**src/rtl/rider_detect_if.sv**
```systemverilog
// rider_detect_if: groups the load-cell inputs and the qualifier outputs of
// rider_detect into one bundle. The sampler/testbench side uses the master
// modport, the qualifier itself uses the slave modport.
`default_nettype none

interface rider_detect_if #(
    parameter int LD_W = 12
);
    // Raw signed load-cell samples from the sampler.
    logic signed [LD_W-1:0] lft_ld;
    logic signed [LD_W-1:0] rght_ld;

    // Qualifier results handed on to balance_cntrl.
    logic signed [LD_W:0]   ld_cell_diff;
    logic                   en_steer;
    logic                   rider_off;
    logic [1:0]             rider_state;

    modport master (
        output lft_ld,
        output rght_ld,
        input  ld_cell_diff,
        input  en_steer,
        input  rider_off,
        input  rider_state
    );

    modport slave (
        input  lft_ld,
        input  rght_ld,
        output ld_cell_diff,
        output en_steer,
        output rider_off,
        output rider_state
    );
endinterface

`default_nettype wire

```
**src/rtl/rider_detect.sv**
```systemverilog
// rider_detect: rider-presence and balance qualifier for the Segway control
// path. Sums and differences the left/right load cells, applies a min-weight
// threshold, and requires the rider to stay centred for a full dwell period
// before raising en_steer. A registered one-cycle rider_off pulse marks a
// steering rider stepping off the platform.
//
// Build option: define RIDER_HYST_EN to use a hysteresis band of +/-HYST
// around MIN_WEIGHT. Without it a single threshold at MIN_WEIGHT is used and
// HYST is ignored.
`default_nettype none

module rider_detect #(
    parameter int              LD_W       = 12,
    parameter int              TMR_W      = 26,
    parameter logic [LD_W-1:0] MIN_WEIGHT = 12'h200,
    parameter logic [LD_W-1:0] HYST       = 12'h040
) (
    input  logic           clk,
    input  logic           rst,
    rider_detect_if.slave  bus
);

    typedef enum logic [1:0] {
        IDLE     = 2'd0,
        WAIT     = 2'd1,
        STEER_EN = 2'd2,
        ILLEGAL  = 2'd3
    } state_t;

    // Weight threshold widened to the arithmetic width; it is a positive
    // quantity, so it is zero-extended.
    localparam logic signed [LD_W:0] MIN_EXT = {1'b0, MIN_WEIGHT};

`ifdef RIDER_HYST_EN
    localparam logic signed [LD_W:0] HYST_EXT  = {1'b0, HYST};
    localparam logic signed [LD_W:0] UPPER_THR = MIN_EXT + HYST_EXT;
    localparam logic signed [LD_W:0] LOWER_THR = MIN_EXT - HYST_EXT;
`endif

    logic signed [LD_W:0] lft_ext;
    logic signed [LD_W:0] rght_ext;
    logic signed [LD_W:0] sum;
    logic signed [LD_W:0] diff;
    logic        [LD_W:0] abs_diff;
    logic signed [LD_W:0] q_thr;
    logic signed [LD_W:0] s_thr;

    logic sum_gt_min;
    logic sum_lt_min;
    logic diff_gt_q;
    logic diff_gt_s;

    state_t           state;
    state_t           next_state;
    logic [TMR_W-1:0] timer;
    logic [TMR_W-1:0] next_timer;
    logic             rider_off_q;
    logic             rider_off_next;
    logic             timer_full;

    // Sign-extend both cells by one bit so sum and difference can never overflow.
    always_comb begin
        lft_ext  = {bus.lft_ld[LD_W-1], bus.lft_ld};
        rght_ext = {bus.rght_ld[LD_W-1], bus.rght_ld};
        sum      = lft_ext + rght_ext;
        diff     = lft_ext - rght_ext;
        abs_diff = diff[LD_W] ? $unsigned(-diff) : $unsigned(diff);
    end

    // Balance limits scale with total weight: a quarter of the sum while
    // qualifying, and a looser 15/16 of the sum once steering.
    always_comb begin
        q_thr = sum >>> 2;
        s_thr = sum - (sum >>> 4);
    end

    // A negative threshold (negative sum) is always exceeded by the magnitude;
    // otherwise an unsigned magnitude compare is exact.
    always_comb begin
        diff_gt_q = q_thr[LD_W] | (abs_diff > $unsigned(q_thr));
        diff_gt_s = s_thr[LD_W] | (abs_diff > $unsigned(s_thr));
    end

`ifdef RIDER_HYST_EN
    // Separate on/off thresholds so a rider near MIN_WEIGHT does not chatter.
    always_comb begin
        sum_gt_min = (sum > UPPER_THR);
        sum_lt_min = (sum < LOWER_THR);
    end
`else
    // Single threshold: presence and absence are exact complements.
    always_comb begin
        sum_gt_min = (sum >= MIN_EXT);
        sum_lt_min = !sum_gt_min;
    end
`endif

    assign timer_full = &timer;

    // State, dwell timer and the rider_off pulse register.
    always_ff @(posedge clk or posedge rst) begin
        if (rst) begin
            state       <= IDLE;
            timer       <= '0;
            rider_off_q <= 1'b0;
        end else begin
            state       <= next_state;
            timer       <= next_timer;
            rider_off_q <= rider_off_next;
        end
    end

    // Next-state and timer logic; leaving the platform outranks imbalance,
    // which in turn outranks dwell completion.
    always_comb begin
        next_state     = state;
        next_timer     = timer;
        rider_off_next = 1'b0;
        case (state)
            IDLE: begin
                if (sum_gt_min) begin
                    next_state = WAIT;
                    next_timer = '0;
                end
            end
            WAIT: begin
                if (sum_lt_min) begin
                    next_state = IDLE;
                end else if (diff_gt_q) begin
                    next_timer = '0;
                end else if (timer_full) begin
                    next_state = STEER_EN;
                end else begin
                    next_timer = timer + 1'b1;
                end
            end
            STEER_EN: begin
                if (sum_lt_min) begin
                    next_state     = IDLE;
                    rider_off_next = 1'b1;
                end else if (diff_gt_s) begin
                    next_state = WAIT;
                    next_timer = '0;
                end
            end
            default: begin
                next_state = IDLE;
            end
        endcase
    end

    // Moore outputs; an illegal encoding reports as IDLE with everything low.
    always_comb begin
        bus.en_steer     = (state == STEER_EN);
        bus.rider_off    = rider_off_q;
        bus.rider_state  = (state == ILLEGAL) ? IDLE : state;
        bus.ld_cell_diff = diff;
    end

endmodule

`default_nettype wire

```
**src/flat_wrapper.sv**
```systemverilog
// flat-port wrapper written by rule: the top's interface ports become plain ports
module rider_detect_flat 
#(
    parameter int              LD_W       = 12,
    parameter int              TMR_W      = 26,
    parameter logic [LD_W-1:0] MIN_WEIGHT = 12'h200,
    parameter logic [LD_W-1:0] HYST       = 12'h040
)
  (clk, rst, bus_lft_ld, bus_rght_ld, bus_ld_cell_diff, bus_en_steer, bus_rider_off, bus_rider_state);
  rider_detect_if #(.LD_W(LD_W)) bus_i ();
  input  logic clk;
  input  logic rst;
  input wire logic [$bits(bus_i.lft_ld)-1:0] bus_lft_ld;
  input wire logic [$bits(bus_i.rght_ld)-1:0] bus_rght_ld;
  output wire logic [$bits(bus_i.ld_cell_diff)-1:0] bus_ld_cell_diff;
  output wire logic [$bits(bus_i.en_steer)-1:0] bus_en_steer;
  output wire logic [$bits(bus_i.rider_off)-1:0] bus_rider_off;
  output wire logic [$bits(bus_i.rider_state)-1:0] bus_rider_state;
  assign bus_i.lft_ld = bus_lft_ld;
  assign bus_i.rght_ld = bus_rght_ld;
  assign bus_ld_cell_diff = bus_i.ld_cell_diff;
  assign bus_en_steer = bus_i.en_steer;
  assign bus_rider_off = bus_i.rider_off;
  assign bus_rider_state = bus_i.rider_state;
  rider_detect #(.LD_W(LD_W), .TMR_W(TMR_W), .MIN_WEIGHT(MIN_WEIGHT), .HYST(HYST)) u_core (.clk(clk), .rst(rst), .bus(bus_i));
endmodule
```
**config.mk**
```make
export PLATFORM = sky130hd
export DESIGN_NAME = rider_detect_flat
export DESIGN_NICKNAME = d
export VERILOG_FILES = /design/src/rtl/rider_detect_if.sv /design/src/rtl/rider_detect.sv /design/src/flat_wrapper.sv
export SDC_FILE = /design/constraint.sdc
export NUM_CORES = 1
export LEC_CHECK = 0
export CAP_MARGIN = 20
export CORE_MARGIN = 5
export CORE_UTILIZATION = 35
export CTS_CLUSTER_DIAMETER = 80
export CTS_CLUSTER_SIZE = 28
export DETAILED_ROUTE_END_ITERATION = 16
export SETUP_SLACK_MARGIN = 0.2
export SYNTH_ARGS = -nofsm -noshare
export SYNTH_HDL_FRONTEND = slang
export SYNTH_SLANG_ARGS = --single-unit
```
**constraint.sdc**
```tcl
create_clock -name clk -period 3.8 [get_ports clk]
set_input_delay 0.76 -clock clk [delete_from_list [all_inputs] [get_ports clk]]
set_output_delay 0.76 -clock clk [all_outputs]
set_load 0.05 [all_outputs]
```
After elaboration in Yosys (flattened, before gate mapping)
Cells that the tools add are included.
{"block": "word_totals", "out_inout_bits": 17, "inputBits": 26, "wordCells": 47, "reg_bits": 29}
{"block": "op_classes", "n_reduce_logical": 5, "mux": 18, "add_sub_neg": 5, "magnitude_cmp": 3, "n_bitwise": 2, "n_eq_ne": 11}
{"operator": "$mux 26", "n": 6}
{"operator": "$pmux 26 s3", "n": 1}
{"operator": "$add 26x1->26 const B", "n": 1}
{"operator": "$gt 13x13->1", "n": 2}
{"operator": "$reduce_and 26->1", "n": 1}
{"operator": "$mux 2", "n": 7}
{"operator": "$add 12x12->13", "n": 1}
{"operator": "$ge 13x11->1 const B", "n": 1}
{"operator": "$mux 13", "n": 1}
{"operator": "$neg 13->13", "n": 1}
{"operator": "$sub 12x12->13", "n": 1}
{"operator": "$sub 13x9->13", "n": 1}
{"operator": "$ne 3x3->1 const B", "n": 3}
{"operator": "$ne 2x1->1 const B", "n": 4}
{"operator": "$pmux 2 s3", "n": 1}
{"operator": "$reduce_and 6->1", "n": 1}
{"operator": "$eq 2x2->1 const B", "n": 2}
{"operator": "$reduce_and 4->1", "n": 1}
{"operator": "$ne 3x2->1 const B", "n": 1}
{"operator": "$reduce_bool 3->1", "n": 1}
{"operator": "$eq 2x1->1 const B", "n": 1}
{"operator": "$logic_not 2->1", "n": 1}
{"operator": "$mux 1", "n": 2}
{"operator": "$or 1x1->1", "n": 2}

Logic depth before layout (Yosys ltp)
{"block": "depth", "depth_word": 8, "mapped_depth": 33, "ltp_nobuf": 30}

Worst setup path after synthesis
Ideal clock, no wire load.
{"block": "synth_timing", "path_kind": "input to register", "from": "input port bus_rght_ld[1]", "to": "register u_core.timer[11]", "setup_time_ns": 0.137, "n_path_buf": 3, "required_time_ns": 3.663, "path_stages": 32, "arrival_ns": 5.957, "setup_slack_ns": -2.294, "cell_sequence": "inv_1 > ha_1 > nor2b_1 > o311ai_1 > a21o_1 > and3_1 > or2_2 > clkbuf_1 > inv_1 > ha_1 > nor2b_1 > o21ai_0 > nand2b_1 > a21o_1 > maj3_1 > maj3_1 > a21boi_0 > o31a_1 > o21bai_1 > o2bb2ai_1 > xnor2_1 > ha_1 > nand4_1 > nor4_1 > nand2_1 > o31ai_1 > a31oi_1 > inv_1 > a21boi_1 > buf_2 > buf_1 > a21oi_1"}
{"block": "synth_via", "elab_chain_cells": 8, "word_cells_on_any_way": 19, "cone_classes": "add/sub: 4; order compare: 3; eq/ne: 5; mux: 4; bitwise: 2; reduce/logical: 1"}
{"item": "start, declared", "line_no": "flat_wrapper.sv:14", "source": "input wire logic [$bits(bus_i.rght_ld)-1:0] bus_rght_ld;"}
{"item": "$sub 12x12->13", "line_no": "rider_detect.sv:66", "source": "diff = lft_ext - rght_ext;"}
{"item": "$neg 13->13", "line_no": "rider_detect.sv:67", "source": "abs_diff = diff[LD_W] ? $unsigned(-diff) : $unsigned(diff);"}
{"item": "$mux 13", "line_no": "rider_detect.sv:67"}
{"item": "$gt 13x13->1", "line_no": "rider_detect.sv:80", "source": "diff_gt_q = q_thr[LD_W] | (abs_diff > $unsigned(q_thr));"}
{"item": "$or 1x1->1", "line_no": "rider_detect.sv:80"}
{"item": "$mux 26", "line_no": "rider_detect.sv:129", "source": "end else if (diff_gt_q) begin"}
{"item": "$mux 26", "line_no": "rider_detect.sv:127", "source": "if (sum_lt_min) begin"}
{"item": "$pmux 26 s3", "line_no": "rider_detect.sv:119", "source": "case (state)"}
{"item": "end signal, assigned", "line_no": "rider_detect.sv:108", "source": "timer <= next_timer;"}
{"item": "end, declared", "line_no": "rider_detect.sv:55", "source": "logic [TMR_W-1:0] timer;"}
Parallel ways exist; a longest one is shown, timed or not. The select of a mux whose other input is x is not followed.
A chain may end at the register's enable or synchronous reset.

Final worst setup path
{"block": "layout_timing", "from": "input port bus_rght_ld[1]", "to": "register u_core.timer[15]"}
The elaborated chain is that of the path after synthesis.

==> impl_metrics.py <==
metrics = {
    "synth": {
        "ys_seq_area_frac": 0.162,
        "synth_top_flop_cell": "dfrtp_1",
        "ys_seq_elements": 29,
        "synth_common_cells": "a21oi_1, ha_1, inv_1",
        "synth_edf_count": 0,
        "yosysTopAreaCellShare": 0.162,
        "yosysTopAreaCell": "dfrtp_1",
        "syn_inst": 591,
        "ys_types": 75,
        "mappedNetlistNets": 674,
        "synth_warnings": 0,
        "netlist_area_um2": 4470,
        "synthMostInstantiatedCell": "a21oi_1",
        "ys_top_cells_by_area": "dfrtp_1, ha_1, a21oi_1",
        "synthArstFlopShare": 1.00,
        "syn_area_per_cell_um2": 7.57,
    },
    "floorplan": {
        "core_area_um2": 12600,
        "row_count": 41,
        "ioPinCount": 43,
        "die-area_um2": 15100,
        "die_w_um": 123,
        "initial_utilization": 0.356,
        "die_h_um": 123,
    },
    "drt": {
        "ant_nets": 0,
        "post-route-drc-count": 0,
        "top_layer_used": "met4",
        "viasPerCell": 5.39,
        "wl_met3_um": 507,
        "dr_wl_met2_um": 8240,
        "vias": 5413,
        "drt_pass1_iterations": 4,
        "post_drt_wl_per_cell_um": 16.1,
        "wl_um": 16200,
        "drt-met1-wl_um": 7010,
        "drt_iter0_markers": 334,
    },
    "pwr": {
        "cellLeakagePower_nw": 3.44,
        "irDropWorstVdd_v": 0.000217,
        "intPower_mw": 1.96,
        "p_comb_frac": 0.765,
        "p_clk_frac": 0.139,
        "p_sw_frac": 0.411,
        "p_per_area_nw_per_um2": 424,
        "pwr-share-seq": 0.096,
        "p_sw_mw": 1.36,
    },
    "cts": {
        "h-tree-depth": 2,
        "cts_sinks": 29,
        "cts_tree": "done",
        "clock_tree.buffer_depth": 2,
        "clkTransAtPathRegs_ns": 0.05,
        "numCtsBuffers": 5,
        "cts_root_buffer": "clkbuf_16",
        "holdBufCountCts": 0,
        "insertion_delay_ns": 0.27,
    },
    "worst_setup_path": {
        "cp_slowest_cell": "ha_1",
        "crit_arrival_ns": 5.94,
        "cp-start-kind": "primary input",
        "cp-end-kind": "register",
        "critPathMaxFanout": 7,
        "worstSetupPathType": "in -> reg",
        "cp.required_ns": 3.97,
        "critical-path-max-stage-delay_ns": 0.33,
    },
    "sta": {
        "setup_viol": 30,
        "tns_ns": -52.12,
        "min_period_ns": 5.77,
        "hold_viol": 0,
        "final-max-slew-violation-count": 0,
        "rsz0062_at_grt": "true",
        "period_share": 1.52,
        "final.setup.worst_slack_ns": -1.97,
        "finClkSkew_ns": 0.00598,
        "worst_pin_slew_ns": 0.560,
        "fmax_mhz": 173,
        "slew_headroom": 0.624,
    },
    "grt": {
        "gr-usage-all-layers": 0.207,
        "grt_max_degree": 30,
        "grt_pass1_vias": 5451,
        "grt_pass1_wl_um": 25500,
        "antenna_found_initial": 0,
        "overflow": 0,
    },
    "finish": {
        "nets": 914,
        "fin_util": 0.624,
        "area_growth_pct": 75.3,
        "num_antenna_cells": 0,
        "n_fill_cell": 1014,
        "drive_above_1_share": 0.453,
    },
    "status": {
        "status": "complete, but fails checks",
        "violations": "setup timing",
    },
    "min_path": {
        "min_path_type": "reg -> reg",
    },
    "place": {
        "dp_slack_ns": -2.61,
        "dp_hpwl_um": 11900,
        "gp_congestion": 0.874,
        "portBuffers": 42,
    },
    "flow_run": {
        "drv_cap": 0,
    },
}
-- critical path: cells and delay by family --
kind | cells | cell delay (ns)
AOI/OAI and AO/OA | 14 | 2.27
adders and majority gates | 5 | 1.44
xor gates and xnor gates | 1 | 0.14
buffers and inverters | 5 | 0.55
and+or+nand+nor | 7 | 0.79
-- registers in the layout (all words and copies together) (netlist names) --
name	cells
u_core.bus.rider_off	1
u_core.timer	26
u_core.state	2
-- worst paths after layout --
| check | startpoint | end | slack (ns) | depth (start not counted) |
|---|---|---|---|---|
| setup / recovery | bus_rght_ld[1] | u_core.timer[15]$_DFFE_PP0P_ | -1.97 | 32 |
| hold / removal | u_core.timer[24]$_DFFE_PP0P_ | u_core.timer[24]$_DFFE_PP0P_ | 0.53 | 2 |
| setup reg to reg | u_core.timer[0]$_DFFE_PP0P_ | u_core.timer[17]$_DFFE_PP0P_ | 0.62 | 12 |
| hold reg to reg | u_core.timer[24]$_DFFE_PP0P_ | u_core.timer[24]$_DFFE_PP0P_ | 0.53 | 2 |
| max in group asynchronous | rst | u_core.bus.rider_off$_DFF_PP0_ | 2.58 | 3 |
| min in group asynchronous | rst | u_core.timer[17]$_DFFE_PP0P_ | 0.77 | 2 |
-- final cells by class --
| type | count | area, µm² | share of cell area |
|---|---|---|---|
| multi-input cells | 481 | 4200 | 0.536 |
| repair buffers | 257 | 2290 | 0.293 |
| flip-flops and latches | 29 | 726 | 0.0926 |
| inverters | 57 | 230 | 0.0294 |
| well taps | 172 | 215 | 0.0274 |
| clock buffers | 7 | 143 | 0.0182 |
| clock inverters | 1 | 30.0 | 0.00383 |
-- logic make-up after synthesis --
kind of cell | count (synthesis) | synth area share
and+or+nand+nor | 208 | 0.248
adders and majority gates | 60 | 0.171
AOI/OAI and AO/OA | 173 | 0.264
DFF | 29 | 0.162
muxes | 3 | 0.00672
buffers and inverters | 81 | 0.0753
xor gates and xnor gates | 37 | 0.0725
-- through the flow --
stage / cell area (µm²) / power, mW / hold slack (ns) / std cells
detailed placement: 6630 / 2.44 / 0.510 / 961
global placement: 6630 / 2.38 / 0.486 / 961
finish: 7840 / 3.32 / 0.528 / 1004
global route: 7840 / 3.51 / 0.538 / 1004
CTS: 7480 / 3.15 / 0.523 / 995
floorplan: 4670 / 1.50 / 0.467 / 591
-- cells in the final DEF, fill, tap and decap left out, types with 11 or more instances in the layout --
master           instances
inv_1                   40
o21ai_0                 17
inv_2                   12
xnor2_1                 23
dfrtp_1                 29
buf_4                  189
buf_6                   23
a21oi_2                 18
a21oi_1                 27
nand3_1                 27
ha_4                    16
ha_1                    37
nand2_1                 37
clkdlybuf4s50_1         16
nor2_1                  39
buf_12                  12
nor3_1                  13
nor2b_1                 11
nand2b_1                11
a21oi_4                 12
-- power by group through the flow --
stage / Sequential [mW] / Combinational [mW] / Clock [mW]
global placement: 0.324 / 2.06 / 0
floorplan: 0.323 / 1.18 / 0
global route: 0.320 / 2.72 / 0.473
CTS: 0.320 / 2.37 / 0.463
finish: 0.320 / 2.54 / 0.460
detailed placement: 0.325 / 2.11 / 0
-- routing by layer --
metal | GRT usage | vias up
met1 | 0.258 | 2602
met5 | 0 | -
met3 | 0.0192 | 38
met4 | 0.0567 | 0
li1 | - | 2632
met2 | 0.378 | 141
-- repair_timing --
item	in CTS	in global routing
gates cloned	3	0
setup buffers	23	8
gates resized for setup	144	49
pin swaps	47	41
setup endpoints to repair	37	33
Note: power is estimated with default switching activity, not from simulation.
